## src/rtl/lsu_mem_ctrl_pkg.sv

```systemverilog
// Shared types and helpers for the LSU memory controller.
// Direction flags, FSM state encoding and byte-lane utilities.
package lsu_mem_ctrl_pkg;

    localparam logic READ_FLAG  = 1'b0;
    localparam logic WRITE_FLAG = 1'b1;

    typedef enum logic [2:0] {
        StIdle  = 3'd0,
        StRead  = 3'd1,
        StRtail = 3'd2,
        StWrite = 3'd3,
        StDone  = 3'd4
    } state_e;

    function automatic logic size_legal(input logic [2:0] size);
        return (size == 3'd1) || (size == 3'd2) || (size == 3'd4);
    endfunction

    function automatic logic [7:0] word_byte(input logic [31:0] word, input logic [1:0] idx);
        return word[{idx, 3'b000} +: 8];
    endfunction

    function automatic logic [31:0] put_byte(input logic [31:0] word, input logic [7:0] b,
                                             input logic [1:0] idx);
        logic [31:0] res;
        res = word;
        res[{idx, 3'b000} +: 8] = b;
        return res;
    endfunction

endpackage

```

## src/rtl/lsu_mem_ctrl.sv

```systemverilog
// Responder for LSU load/store requests over a byte-wide RAM/IO bus.
// Serialises little-endian beats, assembles load data and pulses completion.
module lsu_mem_ctrl
    import lsu_mem_ctrl_pkg::*;
#(
    parameter int unsigned ADDR_WIDTH = 32,
    parameter logic [1:0]  IO_TAG     = 2'b11
) (
    input  logic                  clk_in,
    input  logic                  rst_in,
    input  logic                  rdy_in,
    input  logic                  en_signal_from_lsu,
    input  logic [ADDR_WIDTH-1:0] addr_from_lsu,
    input  logic [31:0]           data_from_lsu,
    input  logic                  rw_flag_from_lsu,
    input  logic [2:0]            size_from_lsu,
    output logic                  ok_flag_to_lsu,
    output logic [31:0]           data_to_lsu,
    input  logic                  rollback_flag_from_rob,
    input  logic                  io_buffer_full,
    input  logic [7:0]            mem_din,
    output logic [7:0]            mem_dout,
    output logic [ADDR_WIDTH-1:0] mem_a,
    output logic                  mem_wr,
    output logic                  busy
);

    state_e                state_q, state_d;
    logic [1:0]            cnt_q, cnt_d;
    logic [ADDR_WIDTH-1:0] addr_q, addr_d;
    logic [31:0]           data_q, data_d;
    logic                  rw_q, rw_d;
    logic [2:0]            size_q, size_d;
    logic [31:0]           asm_q, asm_d;
    logic                  ok_q, ok_d;
    logic [31:0]           rdata_q, rdata_d;
    logic [ADDR_WIDTH-1:0] mem_a_q, mem_a_d;
    logic [7:0]            mem_dout_q, mem_dout_d;
    logic                  mem_wr_q, mem_wr_d;

    logic [2:0]            size_m1;
    logic [1:0]            last_beat;
    logic                  io_stall;
    logic [ADDR_WIDTH-1:0] beat_addr;

    // Sizes 1/2/4 map to final beat indices 0/1/3.
    assign size_m1   = size_q - 3'd1;
    assign last_beat = size_m1[1:0];
    assign io_stall  = (addr_q[17:16] == IO_TAG) && io_buffer_full;
    assign beat_addr = addr_q + ADDR_WIDTH'(cnt_q);

    always_comb begin
        state_d    = state_q;
        cnt_d      = cnt_q;
        addr_d     = addr_q;
        data_d     = data_q;
        rw_d       = rw_q;
        size_d     = size_q;
        asm_d      = asm_q;
        ok_d       = ok_q;
        rdata_d    = rdata_q;
        mem_a_d    = mem_a_q;
        mem_dout_d = mem_dout_q;
        mem_wr_d   = mem_wr_q;

        unique case (state_q)
            StIdle: begin
                mem_wr_d = 1'b0;
                ok_d     = 1'b0;
                if (en_signal_from_lsu) begin
                    addr_d = addr_from_lsu;
                    data_d = data_from_lsu;
                    rw_d   = rw_flag_from_lsu;
                    size_d = size_from_lsu;
                    cnt_d  = 2'd0;
                    asm_d  = 32'd0;
                    if (!size_legal(size_from_lsu)) begin
                        state_d = StDone;
                    end else if (rw_flag_from_lsu == READ_FLAG) begin
                        state_d = StRead;
                    end else begin
                        state_d = StWrite;
                    end
                end
            end
            StRead: begin
                mem_a_d  = beat_addr;
                mem_wr_d = 1'b0;
                // The byte on mem_din belongs to the address issued one beat ago.
                if (cnt_q != 2'd0) begin
                    asm_d = put_byte(asm_q, mem_din, cnt_q - 2'd1);
                end
                if (cnt_q == last_beat) begin
                    state_d = StRtail;
                end else begin
                    cnt_d = cnt_q + 2'd1;
                end
            end
            StRtail: begin
                asm_d   = put_byte(asm_q, mem_din, cnt_q);
                state_d = StDone;
            end
            StWrite: begin
                if (io_stall) begin
                    mem_wr_d = 1'b0;
                end else begin
                    mem_a_d    = beat_addr;
                    mem_dout_d = word_byte(data_q, cnt_q);
                    mem_wr_d   = 1'b1;
                    if (cnt_q == last_beat) begin
                        state_d = StDone;
                    end else begin
                        cnt_d = cnt_q + 2'd1;
                    end
                end
            end
            StDone: begin
                mem_wr_d = 1'b0;
                ok_d     = 1'b1;
                rdata_d  = asm_q;
                state_d  = StIdle;
            end
            default: begin
                state_d = StIdle;
            end
        endcase

        // Loads are squashed on rollback; stores always run to completion.
        if (rollback_flag_from_rob && (rw_q == READ_FLAG) &&
            (state_q == StRead || state_q == StRtail || state_q == StDone)) begin
            state_d  = StIdle;
            mem_wr_d = 1'b0;
            ok_d     = 1'b0;
            rdata_d  = rdata_q;
        end
    end

    always_ff @(posedge clk_in) begin
        if (!rst_in) begin
            state_q    <= StIdle;
            cnt_q      <= 2'd0;
            addr_q     <= '0;
            data_q     <= 32'd0;
            rw_q       <= READ_FLAG;
            size_q     <= 3'd0;
            asm_q      <= 32'd0;
            ok_q       <= 1'b0;
            rdata_q    <= 32'd0;
            mem_a_q    <= '0;
            mem_dout_q <= 8'd0;
            mem_wr_q   <= 1'b0;
        end else if (rdy_in) begin
            state_q    <= state_d;
            cnt_q      <= cnt_d;
            addr_q     <= addr_d;
            data_q     <= data_d;
            rw_q       <= rw_d;
            size_q     <= size_d;
            asm_q      <= asm_d;
            ok_q       <= ok_d;
            rdata_q    <= rdata_d;
            mem_a_q    <= mem_a_d;
            mem_dout_q <= mem_dout_d;
            mem_wr_q   <= mem_wr_d;
        end
    end

    assign ok_flag_to_lsu = ok_q;
    assign data_to_lsu    = rdata_q;
    assign mem_a          = mem_a_q;
    assign mem_dout       = mem_dout_q;
    assign mem_wr         = mem_wr_q;
    assign busy           = (state_q != StIdle);

endmodule
```

## config.mk

```make
export PLATFORM = sky130hd
export DESIGN_NAME = lsu_mem_ctrl
export DESIGN_NICKNAME = d
export VERILOG_FILES = /design/src/rtl/lsu_mem_ctrl_pkg.sv /design/src/rtl/lsu_mem_ctrl.sv
export SDC_FILE = /design/constraint.sdc
export NUM_CORES = 1
export LEC_CHECK = 0
export CORE_ASPECT_RATIO = 0.6
export CORE_MARGIN = 4
export CORE_UTILIZATION = 34
export CTS_CLUSTER_DIAMETER = 60
export DETAILED_ROUTE_END_ITERATION = 12
export PLACE_DENSITY = 0.66
export SYNTH_ARGS = -nofsm -noshare
export SYNTH_HDL_FRONTEND = slang
export SYNTH_SLANG_ARGS = --single-unit
```

## constraint.sdc

```tcl
create_clock -name clk_in -period 6.1 [get_ports clk_in]
set_input_delay 0.915 -clock clk_in [delete_from_list [all_inputs] [get_ports clk_in]]
set_output_delay 0.915 -clock clk_in [all_outputs]
set_load 0.02 [all_outputs]
```

## After elaboration in Yosys (flattened, before gate mapping)

Cells that the tools add are included.
W data, S select, Z words.

| storage, ports and cells | value |
|---|---|
| input bits | 82 |
| output and inout bits | 75 |
| bits in registers | 178 |
| logic and storage cells | 91 |

| cells by class | value |
|---|---|
| reductions and logical operators | 25 |
| equality and inequality tests | 16 |
| shift-type cells | 5 |
| mux-type cells | 24 |
| bitwise operators | 3 |
| add/sub/neg operators | 6 |

Operators with widths:

| operator | count |
|---|---|
| $mux W32 | 3 |
| $pmux W32 S3 | 1 |
| $bwmux W32 | 2 |
| $pmux W32 S2 | 1 |
| $shift A8 B7 Y32 const A | 2 |
| $shiftx A8 B7 Y32 | 2 |
| $add A32 B2 Y32 | 1 |
| $shiftx A32 B6 Y8 | 1 |
| $mux W3 | 6 |
| $reduce_bool A3 Y1 | 5 |
| $neg A5 Y7 | 2 |
| $pmux W3 S4 | 1 |
| $reduce_and A3 Y1 | 4 |
| $eq A3 B2 Y1 const B | 3 |
| $ne A3 B3 Y1 const B | 3 |
| $mux W2 | 4 |
| $reduce_and A4 Y1 | 2 |
| $eq A3 B1 Y1 const B | 2 |
| $eq A3 B3 Y1 const B | 2 |
| $ne A2 B2 Y1 const B | 3 |
| $pmux W2 S3 | 1 |
| $reduce_and A5 Y1 | 1 |
| $logic_or A1 B1 Y1 | 4 |
| $pmux W1 S2 | 2 |
| 12 further kinds | 21 |

## Longest topological paths before layout

Gate-level depths: netlist (run 1).

| depth | value |
|---|---|
| depth in word-level cells | 7 |
| depth in mapped cells | 10 |
| depth with buffers taken out | 7 |

## Worst setup path after synthesis (run 1)

Ideal clock, no wire load.

| timing | value |
|---|---|
| path kind | reg-to-reg |
| start point | register cnt_q[0] |
| end point | register asm_q[16] |
| period minus slack after synthesis | 2733 ps |
| data required time | 6030 ps |
| buffers on the path | 2 |
| stages on the path, launching flop included | 9 |
| library setup time | 70 ps |
| arrival time | 2663 ps |
| setup slack | 3367 ps |
| path through | dfxtp_1 -> clkbuf_1 -> buf_1 -> inv_1 -> ha_1 -> or4b_2 -> o22ai_2 -> nand3_1 -> a21oi_1 |

| on the way | value |
|---|---|
| longest elaborated chain between the ends | 6 |
| elaborated cells on any way between the ends | 14 |
| those cells by class | 3 x add/sub; 1 x eq/ne; 4 x shift; 4 x mux; 2 x reduce/logical |

RTL lines:

| element | line | text |
|---|---|---|
| start, declared | lsu_mem_ctrl.sv:29 | `logic [1:0] cnt_q, cnt_d;` |
| start signal, assigned | lsu_mem_ctrl.sv:154 | `cnt_q <= cnt_d;` |
| $sub A2 B1 Y2 | lsu_mem_ctrl.sv:91 | `asm_d = put_byte(asm_q, mem_din, cnt_q - 2'd1);` |
| $neg A5 Y7 | lsu_mem_ctrl_pkg.sv:28 | `res[{idx, 3'b000} +: 8] = b;` |
| $shiftx A8 B7 Y32 / $shift A8 B7 Y32 (equally long branches) | lsu_mem_ctrl_pkg.sv:28 |  |
| $bwmux W32 | lsu_mem_ctrl_pkg.sv:28 |  |
| $mux W32 | lsu_mem_ctrl.sv:90 | `if (cnt_q != 2'd0) begin` |
| $pmux W32 S3 | lsu_mem_ctrl.sv:66 | `unique case (state_q)` |
| end signal, assigned | lsu_mem_ctrl.sv:159 | `asm_q <= asm_d;` |
| end, declared | lsu_mem_ctrl.sv:34 | `logic [31:0] asm_q, asm_d;` |

Several ways; a longest one is shown, not always the timed one. The select of a mux whose other input is x is not followed.
A chain may end at the register's enable or synchronous reset.

## Worst setup path in the final report (run 1)

| timing | value |
|---|---|
| start point | register cnt_q[0] |
| end point | register asm_q[22] |

The elaborated chain is that of the path after synthesis.

==> results of run 1 <==
[layer usage]
| metal | up-vias | track usage [%] |
|---|---|---|
| li1 | 3591 | - |
| met1 | 3353 | 28.6 |
| met2 | 221 | 23.3 |
| met3 | 17 | 4.76 |
| met4 | 0 | 4.71 |
| met5 | - | 0 |
[layout by cell type (no fill, tap or decap), types with 4 or more instances in the layout]
cell type        Yosys  layout
nand2_1            231     231
dfxtp_1            178     178
a21oi_1            158     158
clkdlybuf4s50_1      0     156
o21ai_0             63      63
nand3_1             42      41
clkbuf_16            0      17
inv_1               16      16
nand4_1             13      13
or4_1               12      12
nor2_1              12      12
nor3_1              11      11
a211oi_1            11      11
a31oi_1             10      10
or3b_2              10      10
o211ai_1            10      10
and4_1               9       9
xnor2_1              9       9
o31ai_1              8       8
mux4_2               8       8
ha_1                 8       8
or3_1                6       6
xor2_1               6       6
buf_4                0       6
nand2b_1             5       5
clkinvlp_4           0       5
and3_1               5       4
nor4_1               4       4
o2111ai_1            4       4
clkbuf_1            65       4
[state kept, by name, indices dropped and copies added, names as in the netlist]
signal,count
mem_a,32
addr_q,32
rw_q,1
mem_dout,8
mem_wr,1
cnt_q,2
data_to_lsu,32
size_q,2
ok_flag_to_lsu,1
asm_q,32
state_q,3
data_q,32
[final cells by class]
cell class              count  share of cell area, %
well taps                 308                   3.85
repair buffers            162                   16.1
flip-flops and latches    178                   35.6
multi-input cells         688                   37.9
inverters                  17                  0.663
clock buffers              22                   4.54
clock inverters             9                   1.33
[cell families (layout without fill, tap and decap cells)]
logic type,Yosys count,count (layout),share of synthesized area [%]
buffers and inverters,95,210,4.74
adder cells (fa/ha/maj),10,10,1.69
flip-flops,178,178,46.2
AO/OA/AOI/OAI,274,274,19.7
multiplexers,11,11,2.74
AND/OR/NAND/NOR,378,378,23.2
XOR/XNOR,15,15,1.70
[critical path: cells and delay by family, from the launching register on]
kind                       cells  cell delay [ns]
adders and majority gates      1             0.30
AOI/OAI and AO/OA              3             0.81
buffers and inverters          1             0.24
DFF                            1             1.06
and+or+nand+nor                1             1.01
[power groups by stage]
stage | clock network, uW | registers (uW) | logic, uW
4_1_cts | 1140 | 1250 | 287
3_3_place_gp | 0 | 1270 | 282
5_1_grt | 1180 | 1260 | 315
6_report | 1110 | 1250 | 286
3_5_place_dp | 0 | 1270 | 285
2_1_floorplan | 0 | 1260 | 164
[metrics by stage]
stage / area, um2 / cells / hold slack [ns] / setup WS, ns
finish: 10000 / 1384 / 0.445 / 2.49
global route: 10000 / 1384 / 0.473 / 2.12
CTS: 10000 / 1384 / 0.453 / 2.53
detailed placement: 9420 / 1353 / 0.442 / 2.55
global placement: 9420 / 1353 / 0.439 / 2.70
floorplan: 7710 / 961 / 0.428 / 3.37
[worst max-delay path by stage]
stage | slack (ns) | endpoint
after floorplan | 3.37 | asm_q[16]
after global placement | 2.70 | asm_q[6]
after detailed placement | 2.55 | asm_q[24]
after CTS | 2.53 | asm_q[24]
after global routing | 2.12 | asm_q[20]
final | 2.49 | asm_q[22]
[cells in the mapped netlist (8+ instances only)]
master	instances	area, um2
dfxtp_1	178	3560
nand4_1	13	81.3
nand3_1	42	210
or4_1	12	90.1
o211ai_1	10	75.1
or3b_2	10	87.6
xnor2_1	9	78.8
o31ai_1	8	60.1
ha_1	8	100
nor3_1	11	55.1
inv_1	16	60.1
and4_1	9	78.8
nor2_1	12	45.0
o21ai_0	63	315
a31oi_1	10	62.6
nand2_1	231	867
mux4_2	8	180
clkbuf_1	65	244
a21oi_1	158	791
a211oi_1	11	82.6
==> results by group, run 1 <==
Route
  – M1 WL: about 12,000 um
  – Initial DRC count: 654
  – Via count: a little over 7,000
  – Metal3 WL: 1860 um
  – Drt drc: 0
  – Antenna viol nets, final: 0
  – WL/cell: 16.7 um
  – Routed wl met2: 8810 um
  – DR top layer: met4
  – Router iterations before antenna repair: 5
  – Total Wirelength: 23,100 um
  – Vias per inst: around 5.2

Clock tree
  – Sink Count: 178
  – Postcts setup bufs: 0
  – CTS buffer count: 17
  – TritonCTS clock tree: done
  – Clock Latency Late Sink: approximately 0.44 ns
  – CTS resizes: 0
  – Max H-tree Level: 4
  – # hold bufs at CTS: 0
  – Clk slew on worst S/H paths: roughly 0.070 ns
  – Clock root cell: clkbuf_16
  – Deepest clock path buffer count: 2

STA
  – Slew HR: around 15%
  – Worst slew pin tran: roughly 1.3 ns
  – Slew Limit Fails: 0
  – RSZ-0062 raised after global routing: false
  – Total negative slack: 0 ns
  – Crit path time final: around 3.6 ns
  – Hold Violations, Final: 0
  – Final setup violating endpoints: 0
  – Max Freq: ~280 MHz
  – Final period utilization: 59.1%
  – Clock skew: 0.0147 ns

Worst setup path
  – Worst r2r dst: asm_q[22]
  – Critical path class: flip-flop to flip-flop
  – CP Capture Type: flip-flop
  – Worst-case reg-to-reg path depth: 6
  – Worst setup path startpoint: cnt_q[0]
  – Slowest CP cell: dfxtp_1
  – Max FO, Critical Path: 32
  – Most frequent cell on the critical path: o21ai_0
  – Critical Path, Cell by Cell: inv_1, ha_1, o21ai_0, nand4b_1, o21ai_0, a21oi_1
  – CP peak stage delay: about 1.1 ns
  – Reg-to-reg slack, setup: approximately 2.5 ns
  – Worst EP arrival: a little under 4 ns
  – CP Launch Type: flip-flop
  – Req. time, crit path: around 6.4 ns
  – Launching point of the worst reg2reg path: cnt_q[0]

Job
  – Max-cap violations: 0

Pwr
  – Reg power frac: between 40% and 50%
  – Leak: around 0.0032 uW
  – Combinational Power Share: a little over a tenth
  – Clock share of power: around 42%
  – Power Dens Cells: about 260 nW/um2
  – Sw Pwr: 672 uW
  – VDD IR max: 0.196 mV
  – Internal power: between 1500 and 2000 uW
  – Switching share of total power: between 20 and 30%
  – Overall power: ~2700 uW

Final layout
  – FILL cells: 2,185
  – Nets: between 1,000 and 1,500
  – Multi-input combinational cell area: roughly 3800 um2
  – Register Area: about 3600 um2
  – Antenna fix cells: 0
  – Fraction of layout cells with a size suffix above 1: 5.67%
  – Final core occ: 45.1%
  – Area Overhead vs Synth: 29.6%

Logic synthesis
  – Synthesized Nets: 1,052
  – Post-synthesis async set-or-reset flop share: 0%
  – Post-synth EDFFs: 0
  – Cells after Synth: 961
  – Top_reg_cell synth: dfxtp_1
  – Synth cell types: 50
  – Sequential fraction of the synthesis area: a little under half
  – Synthesis-stage register bit count: ~180
  – Syn Std Cell Area: ~7700 um2
  – Syn Area/Cell: approximately 8.0 um2
  – Ys Warns: 0

Run status
  – Status: complete, no violations

Floorplan
  – Initial core utilization: 34.8%
  – Std-Cell Rows: 42
  – Number of top-level pins: 157
  – Die width: around 200 um
  – Core ar.: 22,200 um2
  – Die height: approximately 120 um
  – Die ar.: approximately 25,000 um2

GRT
  – Largest net degree at the start of global routing: 100
  – Initial antenna violation count: 0
  – GRT Residual Overflow: 0
  – Vias in the first global route: 6,683
  – GRT Resource Usage Total: ~18%
  – First-pass GRT wire length: 36,600 um

Min path
  – Worst min-delay path class: flip-flop to flip-flop
  – Min-Delay Startpoint: asm_q[20]
  – Hold Path Sink: data_to_lsu[20]
  – Worst hold path depth: 2

Placed design
  – Gpl congestion: just over 0.8
  – Post-DP HPWL: around 16,000 um
  – Port buffer count: around 160
Note: power is estimated with default switching activity, not from simulation.
==> run 2, diff against run 1 <==
- PLACE_DENSITY: 0.66 -> 0.68
- clock period: 6.1 -> 3.1 ns (I/O delays scaled with it)
==> run 2 against run 1 <==
  * First-iteration DRC count decreased by 11%
  * Power increased by 99%
  * Clock-buffer cell count decreased by 4
  * Sequential share of layout area decreased by 0.62 points
  * Clock power increased by 100%
  * Die area unchanged
  * Combinational power increased by 110%
  * Clock skew decreased by 0.0046 ns
  * Critical path type is now flip-flop to output port
  * Worst hold slack improved by 0.0047 ns
  * Non-clock buffer count increased by 14
  * Critical path depth decreased by 3
  * Largest cell class unchanged
  * Final cell count increased by 1.1%
==> results by group, run 2 (synthesized netlist as in run 1, its figures left out) <==
Run status
  – Status: complete, no violations

Pwr
  – Leak: 0.00332 uW
  – Power Dens Cells: between 500 and 600 nW/um2
  – Overall power: around 5300 uW
  – VDD IR max: between 0.3 and 0.4 mV

Final layout
  – Commonest non-fill, non-tap cell in the layout: nand2_1
  – FILL cells: about 2,100
  – Area Overhead vs Synth: 31.9%
  – Multi-input combinational cell area: 3790 um2
  – Most frequent cells in the layout: nand2_1 (231), dfxtp_1 (178), a21oi_1 (158)
  – Nets: between 1,000 and 1,500
  – Fraction of layout cells with a size suffix above 1: 7.24%
  – Register Area: ~3600 um2
  – Antenna fix cells: 0
  – Final core occ: about 46%

Clock tree
  – Max H-tree Level: 4
  – Clock root cell: clkbuf_16
  – Deepest clock path buffer count: 2
  – Clock Latency Late Sink: ~0.43 ns
  – Sink Count: 178
  – Postcts setup bufs: 0
  – Clk slew on worst S/H paths: roughly 0.070 ns
  – TritonCTS clock tree: done
  – # hold bufs at CTS: 0
  – CTS buffer count: 17
  – CTS resizes: 0

GRT
  – First-pass GRT wire length: 36,400 um
  – GRT Resource Usage Total: around 18%
  – GRT Residual Overflow: 0
  – Initial antenna violation count: 1
  – Largest net degree at the start of global routing: just over 60
  – Vias in the first global route: ~6,600

Route
  – Total Wirelength: approximately 23,000 um
  – Antenna viol nets, final: 0
  – WL/cell: between 15 and 20 um
  – Metal3 WL: ~2000 um
  – DR top layer: met5
  – Drt drc: 0
  – Vias per inst: ~5.2
  – Initial DRC count: around 580
  – Router iterations before antenna repair: 6
  – Via count: between 7,000 and 8,000
  – Routed wl met2: between 8000 and 9000 um
  – M1 WL: about 12,000 um

STA
  – Total negative slack: 0 ns
  – RSZ-0062 raised after global routing: false
  – Worst slew pin tran: 0.679 ns
  – Final period utilization: 88.3%
  – Slew Limit Fails: 0
  – Clock skew: between 0.01 and 0.015 ns
  – Max Freq: roughly 370 MHz
  – Slew HR: 54.7%
  – Setup ws final: roughly 0.36 ns
  – Crit path time final: between 2 and 3 ns
  – Hold Violations, Final: 0
  – Final setup violating endpoints: 0

Placed design
  – Post-DP HPWL: 16,300 um
  – Gpl congestion: 0.823
  – Port buffer count: ~160
  – Placement Setup Slack: about 0.43 ns

Min path
  – Worst min-delay path class: flip-flop to flip-flop

Floorplan
  – Initial core utilization: a little over a third
  – Number of top-level pins: approximately 160
  – Die height: ~120 um
  – Core ar.: 22,200 um2
  – Die width: a little over 200 um
  – Die ar.: roughly 25,000 um2
  – Std-Cell Rows: between 40 and 50

Worst setup path
  – Worst EP arrival: around 2.3 ns
  – Max FO, Critical Path: 24
  – CP Capture Type: output port
  – Req. time, crit path: ~2.6 ns
  – CP Launch Type: flip-flop
  – Critical path class: flip-flop to output port

Job
  – Max-cap violations: 0
[run 2: changes by cell type in the layout (fill, tap and decap cells not counted)]
cell and delta:
buf_4 +10, clkinv_4 +5, buf_12 +4, clkbuf_1 -3
clkinvlp_4 -3, inv_6 +3, clkbuf_8 -1
[run 2: critical path, stage by stage (launching register included)]
cell and delay [ns]:
dfxtp_1 0.76, nor3_1 0.23, inv_1 0.18, clkdlybuf4s50_1 0.67
[run 2: area by class of cell]
cell class	instances	area share [%]
Sequential cell	178	35.0
Clock inverter	14	1.77
Multi-Input combinational cell	688	37.3
Inverter	17	0.651
Tap cell	308	3.79
Timing Repair Buffer	176	17.3
Clock buffer	18	4.22
[run 2: where the power goes]
group          internal [uW]  switching [uW]  total, uW  leakage, uW
clock                   1280             949       2230     0.000291
combinational            264             338        602      0.00158
sequential              2370            82.3       2450      0.00144
total                   3910            1370       5280      0.00332
[run 2: final timing paths]
kind / from / to / slack (ns) / depth (start not counted)
worst max-delay path: state_q[0] / busy / 0.36 / 3
worst max register to register: cnt_q[1] / mem_a[26] / 0.41 / 6
worst min-delay path: asm_q[11] / data_to_lsu[11] / 0.45 / 2
worst min register to register: asm_q[11] / data_to_lsu[11] / 0.45 / 2
[run 2: layer usage]
layer	GRT usage [%]	vias up
met5	0	-
met4	4.27	2
met3	6.01	22
met2	23.7	245
met1	26.9	3348
li1	-	3608
[run 2: per-stage QoR]
stage                     cell area [um2]  hold WS, ns  std cells
final                               10200        0.450       1399
after CTS                           10200        0.454       1399
after global routing                10200        0.472       1399
after floorplan                      7710        0.428        961
after detailed placement             9570        0.447       1367
after global placement               9570        0.440       1367
